File: src/rtl/dbg_probe_capture_if.sv
// dbg_probe_capture_if: probe/LED debug bus; DBG_VALUE_TRIG_EN adds trig_value
interface dbg_probe_capture_if #(parameter int NCH = 64);
  logic [15:0] sw;
  logic [NCH*16-1:0] probe_bus;
  logic arm;
  logic trig_in;
`ifdef DBG_VALUE_TRIG_EN
  logic [15:0] trig_value;
`endif
  logic [15:0] led_data;
  logic [1:0] cap_state;
  logic trig_seen;
  modport master (
    output sw, probe_bus, arm, trig_in,
`ifdef DBG_VALUE_TRIG_EN
    output trig_value,
`endif
    input led_data, cap_state, trig_seen
  );
  modport slave (
    input sw, probe_bus, arm, trig_in,
`ifdef DBG_VALUE_TRIG_EN
    input trig_value,
`endif
    output led_data, cap_state, trig_seen
  );
endinterface

File: src/rtl/dbg_probe_capture.sv
// dbg_probe_capture: LED probe mux with triggered trace buffer; DBG_VALUE_TRIG_EN adds value trigger
module dbg_probe_capture #(
  parameter int NCH = 64,
  parameter int DEPTH = 16,
  parameter int AW = 4,
  parameter int POST = 7
) (
  input logic clk,
  input logic rst,
  dbg_probe_capture_if.slave bus
);
  localparam int PRE = DEPTH - 1 - POST;
  typedef enum logic [1:0] {S_IDLE = 2'b00, S_PRE = 2'b01, S_POST = 2'b10, S_DONE = 2'b11} state_t;
  state_t state_q, state_d;
  logic [AW-1:0] wr_ptr_q, wr_ptr_d, trig_ptr_q, trig_ptr_d, post_cnt_q, post_cnt_d;
  logic [AW:0] fill_q, fill_d;
  logic [7:0] cap_ch_q, cap_ch_d;
  logic [15:0] led_q, led_d;
  logic trig_seen_q, trig_seen_d;
  logic [15:0] mem [DEPTH];
  logic [7:0] ch;
  logic [AW-1:0] idx, rd_addr;
  logic [15:0] live, sample, trace;
  logic ch_ok, cap_ok, trig, trig_fire, wr_en;
  assign ch = bus.sw[15:8];
  assign idx = bus.sw[AW-1:0];
  assign ch_ok = {1'b0, ch} < 9'(NCH);
  assign cap_ok = {1'b0, cap_ch_q} < 9'(NCH);
  assign live = ch_ok ? bus.probe_bus[16*int'(ch) +: 16] : '0;
  assign sample = cap_ok ? bus.probe_bus[16*int'(cap_ch_q) +: 16] : '0;
`ifdef DBG_VALUE_TRIG_EN
  assign trig = bus.trig_in | (sample == bus.trig_value);
`else
  assign trig = bus.trig_in;
`endif
  assign trig_fire = !bus.arm && state_q == S_PRE && trig;
  assign wr_en = !bus.arm && (state_q == S_PRE || state_q == S_POST);
  // state register and capture bookkeeping
  always_ff @(posedge clk) begin
    if (rst) begin
      state_q <= S_IDLE;
      wr_ptr_q <= '0;
      trig_ptr_q <= '0;
      post_cnt_q <= '0;
      fill_q <= '0;
      cap_ch_q <= '0;
      led_q <= '0;
      trig_seen_q <= 1'b0;
    end else begin
      state_q <= state_d;
      wr_ptr_q <= wr_ptr_d;
      trig_ptr_q <= trig_ptr_d;
      post_cnt_q <= post_cnt_d;
      fill_q <= fill_d;
      cap_ch_q <= cap_ch_d;
      led_q <= led_d;
      trig_seen_q <= trig_seen_d;
    end
  end
  // trace memory, never reset; fill tracks which entries are valid
  always_ff @(posedge clk) begin
    if (wr_en) mem[wr_ptr_q] <= sample;
  end
  // next state: arm always restarts and beats a same-cycle trigger
  always_comb begin
    state_d = state_q;
    if (bus.arm) state_d = S_PRE;
    else if (trig_fire) state_d = (POST == 0) ? S_DONE : S_POST;
    else if (state_q == S_POST && post_cnt_q == AW'(1)) state_d = S_DONE;
  end
  // capture datapath and LED selection
  always_comb begin
    cap_ch_d = bus.arm ? ch : cap_ch_q;
    wr_ptr_d = bus.arm ? '0 : wr_ptr_q + AW'(wr_en);
    fill_d = bus.arm ? '0 : (wr_en && fill_q != (AW+1)'(DEPTH)) ? fill_q + (AW+1)'(1) : fill_q;
    trig_seen_d = bus.arm ? 1'b0 : (trig_seen_q | trig_fire);
    trig_ptr_d = trig_fire ? wr_ptr_q : trig_ptr_q;
    post_cnt_d = trig_fire ? AW'(POST) : (wr_en && state_q == S_POST) ? post_cnt_q - AW'(1) : post_cnt_q;
    rd_addr = trig_ptr_q - AW'(PRE) + idx;
    trace = (state_q == S_DONE && {1'b0, idx} >= (AW+1)'(DEPTH) - fill_q) ? mem[rd_addr] : '0;
    led_d = (bus.sw[7:6] == 2'b10) ? {state_q, trig_seen_q, 5'b0, cap_ch_q} :
            !ch_ok ? bus.sw :
            (bus.sw[7:6] == 2'b11) ? led_q :
            (bus.sw[7:6] == 2'b01) ? trace : live;
  end
  assign bus.led_data = led_q;
  assign bus.cap_state = state_q;
  assign bus.trig_seen = trig_seen_q;
endmodule

File: src/flat_wrapper.sv
// flat-port wrapper written by rule: the top's interface ports become plain ports
module dbg_probe_capture_flat 
#(
  parameter int NCH = 64,
  parameter int DEPTH = 16,
  parameter int AW = 4,
  parameter int POST = 7
)
  (clk, rst, bus_sw, bus_probe_bus, bus_arm, bus_trig_in, bus_led_data, bus_cap_state, bus_trig_seen);
  dbg_probe_capture_if #(.NCH(NCH)) bus_i ();
  input logic clk;
  input logic rst;
  input wire logic [$bits(bus_i.sw)-1:0] bus_sw;
  input wire logic [$bits(bus_i.probe_bus)-1:0] bus_probe_bus;
  input wire logic [$bits(bus_i.arm)-1:0] bus_arm;
  input wire logic [$bits(bus_i.trig_in)-1:0] bus_trig_in;
  output wire logic [$bits(bus_i.led_data)-1:0] bus_led_data;
  output wire logic [$bits(bus_i.cap_state)-1:0] bus_cap_state;
  output wire logic [$bits(bus_i.trig_seen)-1:0] bus_trig_seen;
  assign bus_i.sw = bus_sw;
  assign bus_i.probe_bus = bus_probe_bus;
  assign bus_i.arm = bus_arm;
  assign bus_i.trig_in = bus_trig_in;
  assign bus_led_data = bus_i.led_data;
  assign bus_cap_state = bus_i.cap_state;
  assign bus_trig_seen = bus_i.trig_seen;
  dbg_probe_capture #(.NCH(NCH), .DEPTH(DEPTH), .AW(AW), .POST(POST)) u_core (.clk(clk), .rst(rst), .bus(bus_i));
endmodule
File: config.mk
export PLATFORM = sky130hd
export DESIGN_NAME = dbg_probe_capture_flat
export DESIGN_NICKNAME = d
export VERILOG_FILES = /design/src/rtl/dbg_probe_capture_if.sv /design/src/rtl/dbg_probe_capture.sv /design/src/flat_wrapper.sv
export SDC_FILE = /design/constraint.sdc
export NUM_CORES = 1
export LEC_CHECK = 0
export ABC_AREA = 0
export CAP_MARGIN = 20
export CELL_PAD_IN_SITES_DETAIL_PLACEMENT = 0
export CELL_PAD_IN_SITES_GLOBAL_PLACEMENT = 1
export CORE_AREA = 2 2 411 413
export DETAILED_ROUTE_END_ITERATION = 8
export DIE_AREA = 0 0 413 415
export PLACE_DENSITY_LB_ADDON = 0.1
export SYNTH_ARGS = -nofsm -noshare
export SYNTH_HDL_FRONTEND = slang
export SYNTH_SLANG_ARGS = --single-unit
File: constraint.sdc
create_clock -name clk -period 3.8 [get_ports clk]
set_clock_uncertainty 0.15 [all_clocks]
set_input_delay 0.57 -clock clk [delete_from_list [all_inputs] [get_ports clk]]
set_output_delay 0.57 -clock clk [all_outputs]
set_load 0.01 [all_outputs]
---- Word-level counts from Yosys, hierarchy flattened ----
Memories as Yosys holds them, arrays and structs flattened.
Cells that the tools add are included.
storage, ports and cells
  flip-flop bits (word level) ............. 44
  memory bits (writable) .................. 256
  input bits .............................. 1,044
  output and inout port bits .............. 19
  word-level logic and storage cells ...... 62
  memories kept ........................... 1
cells by class
  $add $sub $neg .......................... 6
  $lt $le $gt $ge ......................... 3
  equality and inequality tests ........... 10
  shifts and indexed selects .............. 2
  mux-type cells .......................... 13
  bitwise gates (word level) .............. 1
  reduce and logical (&&, ||, !) cells .... 15
memory list
  memory      depth  width  read ports  clocked after memory_dff  write ports  line                     text
  u_core.mem  16     16     1           0                         1            dbg_probe_capture.sv:20  logic [15:0] mem [DEPTH];
operators by type and width
  operator                                                     number
  indexed part select 1024 x 13 -> 16 bit                      2
  two-way mux 16 bit                                           6
  less-than comparator 8 x 7 -> 1 bit (second input constant)  2
  == test 2 bit (second input constant)                        4
  logical AND 1 bit                                            7
  two-way mux 3 bit                                            2
  OR reduction 2 bit                                           3
  adder 5 x 1 -> 5 bit (second input constant)                 1
  >= comparator 4 x 5 -> 1 bit                                 1
  inequality test 5 bit (second input constant)                1
  subtractor 5 bit (first input constant)                      1
  adder 4 x 1 -> 4 bit                                         1
  adder 4 bit                                                  1
  == test 2 x 1 -> 1 bit (second input constant)               2
  == test 4 x 1 -> 1 bit (second input constant)               1
  two-way mux 2 bit                                            2
  nonzero test 2 bit                                           2
  subtractor 4 x 1 -> 4 bit (second input constant)            1
  subtractor 4 bit (second input constant)                     1
  two-way mux 1 bit                                            3
  inequality test 3 bit (second input constant)                1
  nonzero test 3 bit                                           1
  inequality test 2 bit (second input constant)                1
  logical NOT 1 bit                                            1
  other kinds (2)                                              2

---- Depth between registers and ports, before layout ----
Gate-level depths: netlist of run 1.
  word-level depth ........................ 8
  gate-level depth with buffers ........... 12
  depth with buffers taken out ............ 10

---- Worst setup path before layout of run 1 ----
OpenSTA, ideal clock, no wires.
  path type ............................... input to register
  from .................................... input bus_sw[1]
  to ...................................... register u_core.led_q[14] (netlist: u_core.bus.led_data[14])
  setup time .............................. 0.121 ns
  arrival ................................. 3.034 ns
  data required time ...................... 3.529 ns
  slack ................................... 0.495 ns
  stages on the path ...................... 11
  path buffers ............................ 1
  path through ............................ ha_1 -> ha_1 -> inv_1 -> fa_1 -> xor2_1 -> xnor2_1 -> buf_4 -> mux4_2 -> a311o_1 -> a22oi_1 -> nor3_1
between the ends
  word-level cells in the longest chain between the ends .. 7
  elaborated cells on any way between the ends .. 9
  classes of those cells .................. add/sub: 1; order compare: 1; mux: 5; reduce/logical: 1; memory: 1
ends and longest elaborated chain
  item                                                            line                                              text
  from (decl)                                                     flat_wrapper.sv:13                                input wire logic [$bits(bus_i.sw)-1:0] bus_sw;
  adder 4 bit or >= comparator 4 x 5 -> 1 bit (tied branches)     dbg_probe_capture.sv:79, dbg_probe_capture.sv:80
  memory read (16 x 16 bit) or logical AND 1 bit (tied branches)  --
  two-way mux 16 bit (*)                                          dbg_probe_capture.sv:80                           trace = (state_q == S_DONE && {1'b0, idx} >= (AW+1)'(DEPTH) - fill_q) ? mem[rd_addr] : '0;
  two-way mux 16 bit (*)                                          dbg_probe_capture.sv:84                           (bus.sw[7:6] == 2'b01) ? trace : live;
  two-way mux 16 bit (*)                                          dbg_probe_capture.sv:83                           (bus.sw[7:6] == 2'b11) ? led_q :
  two-way mux 16 bit (*)                                          dbg_probe_capture.sv:82                           !ch_ok ? bus.sw :
  two-way mux 16 bit (*)                                          dbg_probe_capture.sv:81                           led_d = (bus.sw[7:6] == 2'b10) ? {state_q, trig_seen_q, 5'b0, cap_ch_q} :
  to (signal assigned)                                            dbg_probe_capture.sv:56                           led_q <= led_d;
  to (decl)                                                       dbg_probe_capture.sv:18                           logic [15:0] led_q, led_d;
Every way passes the cells marked *; elsewhere a longest branch is shown, timed or not. The select of a mux whose other input is x is not followed.
A chain may end at the register's enable or synchronous reset.

---- Final worst setup path of run 1 ----
  from .................................... input bus_sw[1]
  to ...................................... register u_core.led_q[15] (netlist: u_core.bus.led_data[15])
The elaborated chain is that of the path after synthesis.

==> metrics, run 1 <==
status=completed; Async S/R FF share, synth=0%; number of global-route vias before repair=27500; synth warn=0; cts hold-fix bufs=0; most frequent cells in the layout=clkdlybuf4s50_1 (1055), mux4_2 (629), edfxtp_1 (256), mux2i_1 (164), buf_4 (151); post-synthesis sequential area ratio=30.0%; H-tree levels=2; drt first pass iters=5; clk root buf=clkbuf_16; global-route wire length before repair=277000 um; CTS resizes=0; flops & latches, synth=300; cell area after layout=0.0444 mm2; Die Ht=415 um; WS Path Type=in2reg; Required @ worst endpoint=4.06 ns; IO buf count=1062; Syn Inst Count=1817; worst hold slack=0.318 ns; Longest Clk Path Bufs=3; Slew @ Worst Pin=1.13 ns; initial antenna violation count=121; Worst VDD drop=0.000264 V; CTS tree=yes; RSZ-0062 raised after global routing=false; Lkg Pwr=14.2 nW; cell taking the most area after synthesis=mux4_2; width of the die=413 um; Final Critical Period=3.57 ns; TritonCTS buffer count=34; Core Region=0.167 mm2; via-per-instance ratio=5.06; ratio of cells with drive above 1 in the final layout=31.1%; via count=26200; Setup WS pre-CTS=-0.295 ns; Worst Hold Class=reg2reg; max frequency=280 MHz; Hold Vio Cnt, Final=0; Post-CTS Setup Bufs=0; worst-path fanout max=5; CTS Sinks=300; Rows=150; gr ovfl total=0; Final setup viols=0; post-synth top area share=49.6%; global placement routability congestion=0.958; # nets final=3972; Syn Area/Cell=15.7 um2; syn_nets=2880; Clock Pin Slew Worst Setup and Hold Paths=0.06 ns; CP max stage delay=0.51 ns; CP max stage cell=mux4_2; HPWL after detailed placement=180000 um; Total Routing Usage GR=24.1%; worst path arrival time=3.83 ns; 1st-iter DRT viols=2298; prevailing post-synth register cell=edfxtp_1; Slew HR=24.8%; EDFF count, synth=256; Netlist cell types=69; MaxCap Viol Count=0; Synth Cell Area=0.0285 mm2; Area growth syn-to-layout=55.4%; worst setup margin=0.227 ns; crit-path cells=clkdlybuf4s50_1 > ha_1 > ha_2 > inv_1 > fa_1 > xor2_1 > buf_4 > xnor2_2 > buf_12 > mux4_2 > a311o_1 > a22oi_1 > nor3_1; wire per inst=41.3 um; Synth area leaders=mux4_2 (50%), edfxtp_1 (27%), mux2i_1 (5.8%); Setup crit end kind=flop; drt drc=0; pin count of the biggest net entering global routing=59; Die Area=0.171 mm2; commonest non-fill, non-tap cell in the layout=clkdlybuf4s50_1; CP Launch Type=input pin; placed inst area=0.0432 mm2; period utilization=94.0%; antenna-violating nets left=0; Clk Latency, worst-skew pair=0.53 ns; final WL=214000 um; max-slew violations=0; Ports=1063; Pwr per Cell Area=266 mW/mm2; Initial Util=17.1%
==> worst max-delay path: cells and delay by family <==
kind | cells | cell delay (ns)
AND/OR/NAND/NOR | 1 | 0.09
AO/OA/AOI/OAI | 2 | 0.57
XOR/XNOR | 2 | 0.36
buffers and inverters | 4 | 0.83
adder cells (fa/ha/maj) | 3 | 0.90
multiplexers | 1 | 0.51
==> stage by stage <==
stage               cells  TNS [ns]  total power, mW  utilization, %
detailed placement   5075     -2.95             8.61            25.9
global placement     5074     -4.16             8.58            25.9
finish               5180         0             11.8            26.6
floorplan            1817         0             5.87               -
global route         5162         0             12.2            26.6
CTS                  5133         0             11.9            26.5
==> Yosys cell counts, types with 5 or more instances <==
cell / n
nor3_1: 27
mux2i_1: 164
mux4_2: 629
nand4_1: 12
xnor2_1: 6
buf_1: 23
clkbuf_1: 89
xor2_1: 8
a221oi_1: 8
nand3_1: 20
and2_1: 5
a22o_1: 8
ha_1: 18
nand2_1: 61
nor4_1: 5
a32oi_1: 8
a22oi_1: 44
o21ai_0: 30
buf_2: 68
o311ai_1: 7
buf_6: 9
a31oi_1: 14
buf_4: 22
nor2b_1: 8
inv_1: 17
o22ai_1: 30
nor2_1: 60
a21oi_1: 39
dfxtp_1: 44
nand2b_1: 8
edfxtp_1: 256
==> flip-flops by register name (all words and copies together) (netlist names) <==
| name | cells |
|---|---|
| u_core.mem | 256 |
| u_core.trig_ptr_q | 4 |
| u_core.bus.trig_seen | 1 |
| u_core.cap_ch_q | 8 |
| u_core.post_cnt_q | 4 |
| u_core.wr_ptr_q | 4 |
| u_core.bus.led_data | 16 |
| u_core.fill_q | 5 |
| u_core.bus.cap_state | 2 |
==> metal layers <==
layer | global-route usage [%] | part of all wire [%]
met4 | 4.62 | 2.1
met3 | 5.61 | 8.0
met5 | 0 | 0.18
met1 | 31.6 | 42
met2 | 40.3 | 48
==> worst paths after layout <==
kind         slack, ns  depth (start not counted)                         startpoint                              endpoint
min               0.32                          2  u_core.trig_ptr_q[2]$_SDFFE_PP0P_     u_core.trig_ptr_q[2]$_SDFFE_PP0P_
max reg2reg       0.47                         12  u_core.trig_ptr_q[1]$_SDFFE_PP0P_  u_core.bus.led_data[15]$_SDFFE_PP0P_
min reg2reg       0.32                          2  u_core.trig_ptr_q[2]$_SDFFE_PP0P_     u_core.trig_ptr_q[2]$_SDFFE_PP0P_
max               0.23                         13                          bus_sw[1]  u_core.bus.led_data[15]$_SDFFE_PP0P_
==> power breakdown <==
| part | internal (mW) | total [mW] | switching [mW] | leakage [nW] |
|---|---|---|---|---|
| combinational | 2.52 | 4.76 | 2.24 | 11.0 |
| sequential | 3.74 | 3.80 | 0.0636 | 2.69 |
| clock | 1.86 | 3.24 | 1.38 | 0.526 |
==> final cells by class <==
cell class	instances	area [um2]
sequential	300	8590
tap	2204	2760
clock buffer	43	916
antenna	45	113
inverter	19	72.6
timing repair buffer	1268	12800
fill	17100	122000
multi-input combinational	1286	18900
clock inverter	15	148
==> kinds of logic (layout without fill, tap and decap cells) <==
| kind of cell | count (synthesis) | count (layout) | share of synthesized area, % |
|---|---|---|---|
| xor gates and xnor gates | 14 | 14 | 0.430 |
| adders and majority gates | 19 | 19 | 0.859 |
| and+or+nand+nor | 227 | 227 | 3.77 |
| other | 0 | 45 | 0 |
| buffers and inverters | 231 | 1345 | 3.87 |
| AOI/OAI and AO/OA | 227 | 227 | 5.42 |
| muxes | 799 | 799 | 55.6 |
| DFF | 300 | 300 | 30.0 |
(Power assumes the default switching activity.)
==> run 2: changes to the inputs <==
--- a/config.mk
+++ b/config.mk
@@ -10,6 +10,7 @@
 export CELL_PAD_IN_SITES_DETAIL_PLACEMENT = 0
 export CELL_PAD_IN_SITES_GLOBAL_PLACEMENT = 1
 export CORE_AREA = 2 2 411 413
+export CTS_CLUSTER_DIAMETER = 40
 export DETAILED_ROUTE_END_ITERATION = 8
 export DIE_AREA = 0 0 413 415
 export PLACE_DENSITY_LB_ADDON = 0.1
==> run 2 against run 1 <==
Count of clock-buffer cells in the layout rose by 6. Via count is 0.62% higher. Global-route usage up 0.070 points. Critical endpoint unchanged. Largest power group unchanged. Highest routed layer unchanged.
==> metrics, run 2 (synthesis results as in run 1) <==
Ports=1063 (unchanged); cell area after layout=0.0449 mm2 (+1.2%); wire per inst=41.2 um (-0.25%); clk root buf=clkbuf_16; max-slew violations=0 (unchanged); IO buf count=1062 (unchanged); via-per-instance ratio=5.07 (+0.22%); status=completed; total power=12.9 mW (+9.7%); Final Critical Period=3.50 ns (-0.0751 ns); Required @ worst endpoint=4.11 ns (+0.05 ns); Pwr per Cell Area=288 mW/mm2 (+8.4%); fin util=26.9% (+0.31 points); busiest grt layer=met2; # nets final=3983 (+0.28%); Final setup viols=0 (unchanged); global placement routability congestion=0.958 (unchanged); initial antenna violation count=124 (+2.5%); met2 usage=40.3% (about the same); worst path arrival time=3.81 ns (-0.02 ns); Die Ht=415 um (unchanged); H-tree levels=2 (unchanged); Hold Vio Cnt, Final=0 (unchanged); Final TNS setup=0 ns (unchanged); Worst VDD drop=0.000302 V (+14%); Clk Latency, worst-skew pair=0.58 ns (+0.05 ns); CP max stage delay=0.51 ns (about the same); TritonCTS buffer count=45 (+32%); MaxCap Viol Count=0 (unchanged); Setup WS pre-CTS=-0.295 ns (unchanged); CP delay by family, top=adder cells; via count=26400 (+0.62%); Post-CTS Setup Bufs=0 (unchanged); Setup crit end kind=flop; CTS resizes=0 (unchanged); Worst Hold Class=in2reg; RSZ-0062 raised after global routing=false; CP max stage cell=mux4_2; placed inst area=0.0432 mm2 (unchanged); period utilization=92.1% (-2.0 points); grt met1 use=31.5% (-0.046 points); Die Area=0.171 mm2 (unchanged); placed cell count=5075 (unchanged); Rows=150 (unchanged); Clock Pin Slew Worst Setup and Hold Paths=0.06 ns (about the same); Total Routing Usage GR=24.1% (+0.070 points); max frequency=286 MHz (+2.1%); WS Path Type=in2reg; crit-path cells=clkdlybuf4s50_1 > ha_1 > ha_2 > inv_1 > fa_1 > xor2_1 > buf_4 > xnor2_2 > buf_12 > mux4_2 > a311o_1 > a22oi_1 > nor3_1; CP Launch Type=input pin; drt first pass iters=5 (unchanged); Longest Clk Path Bufs=3 (unchanged); global-route wire length before repair=278000 um (+0.21%); HPWL after detailed placement=180000 um (unchanged); most frequent cells in the layout=clkdlybuf4s50_1 (1055), mux4_2 (629), edfxtp_1 (256), mux2i_1 (164), buf_4 (151); number of global-route vias before repair=27600 (+0.43%); pin count of the biggest net entering global routing=59 (unchanged); met3 Use GR=5.75% (+0.14 points); commonest non-fill, non-tap cell in the layout=clkdlybuf4s50_1; cts hold-fix bufs=0 (unchanged); Slew HR=15.7% (-9.1 points); Post-Layout Cell Count=5201 (+0.41%); Initial Util=17.1% (unchanged); CTS Sinks=300 (unchanged); Core Region=0.167 mm2 (unchanged); Most flops, register=u_core.mem; gr ovfl total=0 (unchanged); drt drc=0 (unchanged); width of the die=413 um (unchanged); CTS tree=yes; ratio of cells with drive above 1 in the final layout=31.9% (+0.79 points); antenna-violating nets left=0 (unchanged); WP buf/inv=4 (unchanged); final WL=214000 um (+0.15%); worst-path fanout max=5 (unchanged); worst setup margin=0.302 ns (+0.0751 ns); max FFs per register=256 (unchanged); worst hold slack=0.280 ns (-0.0378 ns); Slew @ Worst Pin=1.26 ns (+0.136 ns); Lkg Pwr=14.4 nW (+1.7%); Area growth syn-to-layout=57.2%; 1st-iter DRT viols=2394 (+4.2%)
run 2: changes by cell type in the layout (fill, tap and decap cells not counted), sizes merged:
cell,before,now
bufinv,2,6
inv,21,27
clkinv,11,16
clkbuf,44,50
diode,45,41
clkinvlp,0,4
run 2: worst reg2reg max path: stages (launching register included):
cell and delay [ns]:
dfxtp_1 0.32, ha_1 0.28, ha_2 0.15, inv_1 0.05, fa_1 0.43, xor2_1 0.15, buf_4 0.14, xnor2_2 0.21
buf_12 0.16, mux4_2 0.51, a311o_1 0.37, a22oi_1 0.18, nor3_1 0.09
run 2: final timing paths:
path / cells after the start / to / start / slack (ns)
worst min-delay path: 2 / u_core.cap_ch_q[6]$_SDFFE_PP0P_ / rst / 0.28
worst max-delay path: 13 / u_core.bus.led_data[15]$_SDFFE_PP0P_ / bus_sw[1] / 0.30
worst min register to register: 2 / u_core.trig_ptr_q[2]$_SDFFE_PP0P_ / u_core.trig_ptr_q[2]$_SDFFE_PP0P_ / 0.32
worst max register to register: 12 / u_core.bus.led_data[15]$_SDFFE_PP0P_ / u_core.trig_ptr_q[1]$_SDFFE_PP0P_ / 0.49
run 2: area by class of cell:
cell class	instances	area, um2
fillers	17100	122000
multi-input cells	1286	18900
repair buffers	1268	12800
flip-flops and latches	300	8590
well taps	2204	2760
clock buffers	49	1160
clock inverters	34	429
diodes	41	103
inverters	19	72.6
run 2: per-layer routing:
metal,up-vias,wire length [um],part of all wire (%)
met2,1300,103000,48
met3,271,15900,7.4
met5,-,391,0.18
met1,14300,90000,42
li1,10400,-,-
met4,62,4790,2.2
run 2: power by group:
part,internal (mW),switching (mW),total [mW]
Sequential,3.74,0.0651,3.80
Combinational,2.52,2.24,4.76
Clock,2.68,1.69,4.37
Total,8.94,4.00,12.9
==> run 3: changes to the inputs <==
--- a/config.mk
+++ b/config.mk
@@ -6,7 +6,7 @@
 export NUM_CORES = 1
 export LEC_CHECK = 0
 export ABC_AREA = 0
-export CAP_MARGIN = 20
+export CAP_MARGIN = 0
 export CELL_PAD_IN_SITES_DETAIL_PLACEMENT = 0
 export CELL_PAD_IN_SITES_GLOBAL_PLACEMENT = 1
 export CORE_AREA = 2 2 411 413
==> run 3 against run 2 <==
First-iteration DRC count decreased by 4.8%. Routed wire length down 0.16%. Sequential share of layout area hardly changed. Count of clock-buffer cells in the layout grew 1. Register-to-register slack worse by 0.03 ns. Critical path type unchanged. Die area is the same. Setup slack lost 0.051 ns. Maximum frequency decreased by 1.4%.
==> metrics, run 3 (synthesis results as in run 1) <==
CTS tree=yes; hold path startpoint=rst; Clk Latency, worst-skew pair=0.57 ns (about the same); global-route wire length before repair=277000 um (-0.17%); number of global-route vias before repair=27500 (-0.30%); Final setup viols=0 (unchanged); max-slew violations=0 (unchanged); Most flops, register=u_core.mem; Worst Hold Class=in2reg; max frequency=282 MHz (-1.4%); Total Routing Usage GR=24.1% (-0.072 points); CP Launch Type=input pin; Required @ worst endpoint=4.05 ns (-0.06 ns); Hold Vio Cnt, Final=0 (unchanged); Lkg Pwr=14.4 nW (-0.29%); Reg2Reg Depth=6 (-6); pin count of the biggest net entering global routing=59 (unchanged); MaxCap Viol Count=0 (unchanged); worst setup margin=0.251 ns (-0.0513 ns); ratio of cells with drive above 1 in the final layout=31.7% (-0.17 points); Worst VDD drop=0.000260 V (-14%); worst r2r dst=u_core.mem[7][11]$_DFFE_PP_; CTS Sinks=300 (unchanged); Slew HR=10.5% (-5.1 points); cts hold-fix bufs=0 (unchanged); H-tree levels=2 (unchanged); drt drc=0 (unchanged); Longest Clk Path Bufs=3 (unchanged); via-per-instance ratio=5.04 (-0.49%); Initial Util=17.1% (unchanged); drt first pass iters=5 (unchanged); WS Path Type=in2reg; wire per inst=41.0 um (-0.35%); gr ovfl total=0 (unchanged); clk root buf=clkbuf_16; CP max stage cell=mux2i_1; Worst path most repeated cell=buf_4; Slew @ Worst Pin=1.34 ns (+0.0799 ns); antenna-violating nets left=0 (unchanged); Critical Path End=u_core.bus.led_data[2]$_SDFFE_PP0P_; Ports=1063 (unchanged); commonest non-fill, non-tap cell in the layout=clkdlybuf4s50_1; IO buf count=1062 (unchanged); Post-CTS Setup Bufs=0 (unchanged); status=completed; Final TNS setup=0 ns (unchanged); via count=26300 (-0.30%); Die Area=0.171 mm2 (unchanged); fin util=26.9% (about the same); Die Ht=415 um (unchanged); Setup crit end kind=flop; CTS resizes=0 (unchanged); Core Region=0.167 mm2 (unchanged); Final Critical Period=3.55 ns (+0.0513 ns); worst path arrival time=3.80 ns (about the same); initial antenna violation count=122 (-1.6%); Area growth syn-to-layout=57.1% (about the same); R2R setup slack=0.46 ns (-0.03 ns); HPWL after detailed placement=180000 um (about the same); most frequent cells in the layout=clkdlybuf4s50_1 (1055), mux4_2 (629), edfxtp_1 (256), mux2i_1 (164), buf_4 (150); worst-path fanout max=32 (+27); 1st-iter DRT viols=2280 (-4.8%); TritonCTS buffer count=44 (-2.2%); crit-path cells=buf_8 > buf_4 > mux4_2 > mux2i_1 > o22ai_1 > nor4_1 > buf_4 > a221oi_1; Pwr per Cell Area=284 mW/mm2 (-1.4%); max FFs per register=256 (unchanged); CP max stage delay=0.83 ns (+0.32 ns); RSZ-0062 raised after global routing=false; worst reg2reg path startpoint=u_core.cap_ch_q[0]$_SDFFE_PP0P_; fillcell total=17100 (+0.37%); Setup WS pre-CTS=-0.305 ns (-0.00974 ns); period utilization=93.4% (+1.3 points); Setup crit start=bus_sw[8]; final WL=214000 um (-0.16%); width of the die=413 um (unchanged); Clock Pin Slew Worst Setup and Hold Paths=0.06 ns (about the same); Rows=150 (unchanged); # nets final=3980 (-0.075%); global placement routability congestion=0.958 (unchanged)
==> run 3: metrics by stage <==
stage	std cells	hold slack (ns)	total power, mW	instance area [um2]
after floorplan	1817	0.290	5.87	28500
after global placement	5074	0.319	8.58	43100
after detailed placement	5074	0.319	8.60	43100
after CTS	5156	0.283	12.9	44700
after global routing	5185	0.296	13.2	44800
final	5211	0.304	12.8	44800
==> run 3: critical path, delay by kind of cell <==
kind                   cells  cell delay [ns]
AND/OR/NAND/NOR            1             0.60
AO/OA/AOI/OAI              2             0.31
multiplexers               2             1.36
buffers and inverters      3             0.86
==> run 3: metal layers <==
| metal | up-vias | part of all wire [%] | global-route usage (%) |
|---|---|---|---|
| met2 | 1388 | 48 | 39.9 |
| met1 | 14200 | 41 | 31.2 |
| met3 | 257 | 8.3 | 6.31 |
| li1 | 10400 | - | - |
| met5 | - | 0.14 | 0 |
| met4 | 50 | 1.8 | 5.39 |
==> run 3: worst min-delay path by stage <==
stage	end	slack, ns	cells after the start
after floorplan	u_core.trig_ptr_q[0]$_SDFFE_PP0P_	0.29	2
after global placement	u_core.trig_ptr_q[1]$_SDFFE_PP0P_	0.32	2
after detailed placement	u_core.trig_ptr_q[1]$_SDFFE_PP0P_	0.32	2
after CTS	u_core.cap_ch_q[6]$_SDFFE_PP0P_	0.28	2
after global routing	u_core.cap_ch_q[6]$_SDFFE_PP0P_	0.30	2
final	u_core.cap_ch_q[6]$_SDFFE_PP0P_	0.30	2
==> run 3: power breakdown <==
group	switching [mW]	internal, mW	leakage [nW]
clock	1.67	2.53	0.736
sequential	0.0649	3.74	2.69
combinational	2.23	2.51	11.0
==> run 3: final cells by class <==
type | count | area [um2] | area share [%]
multi-input cells | 1286 | 18900 | 42.2
repair buffers | 1266 | 12800 | 28.6
flip-flops and latches | 300 | 8590 | 19.2
well taps | 2204 | 2760 | 6.15
clock buffers | 50 | 1150 | 2.58
clock inverters | 32 | 383 | 0.854
diodes | 54 | 135 | 0.301
inverters | 19 | 72.6 | 0.162
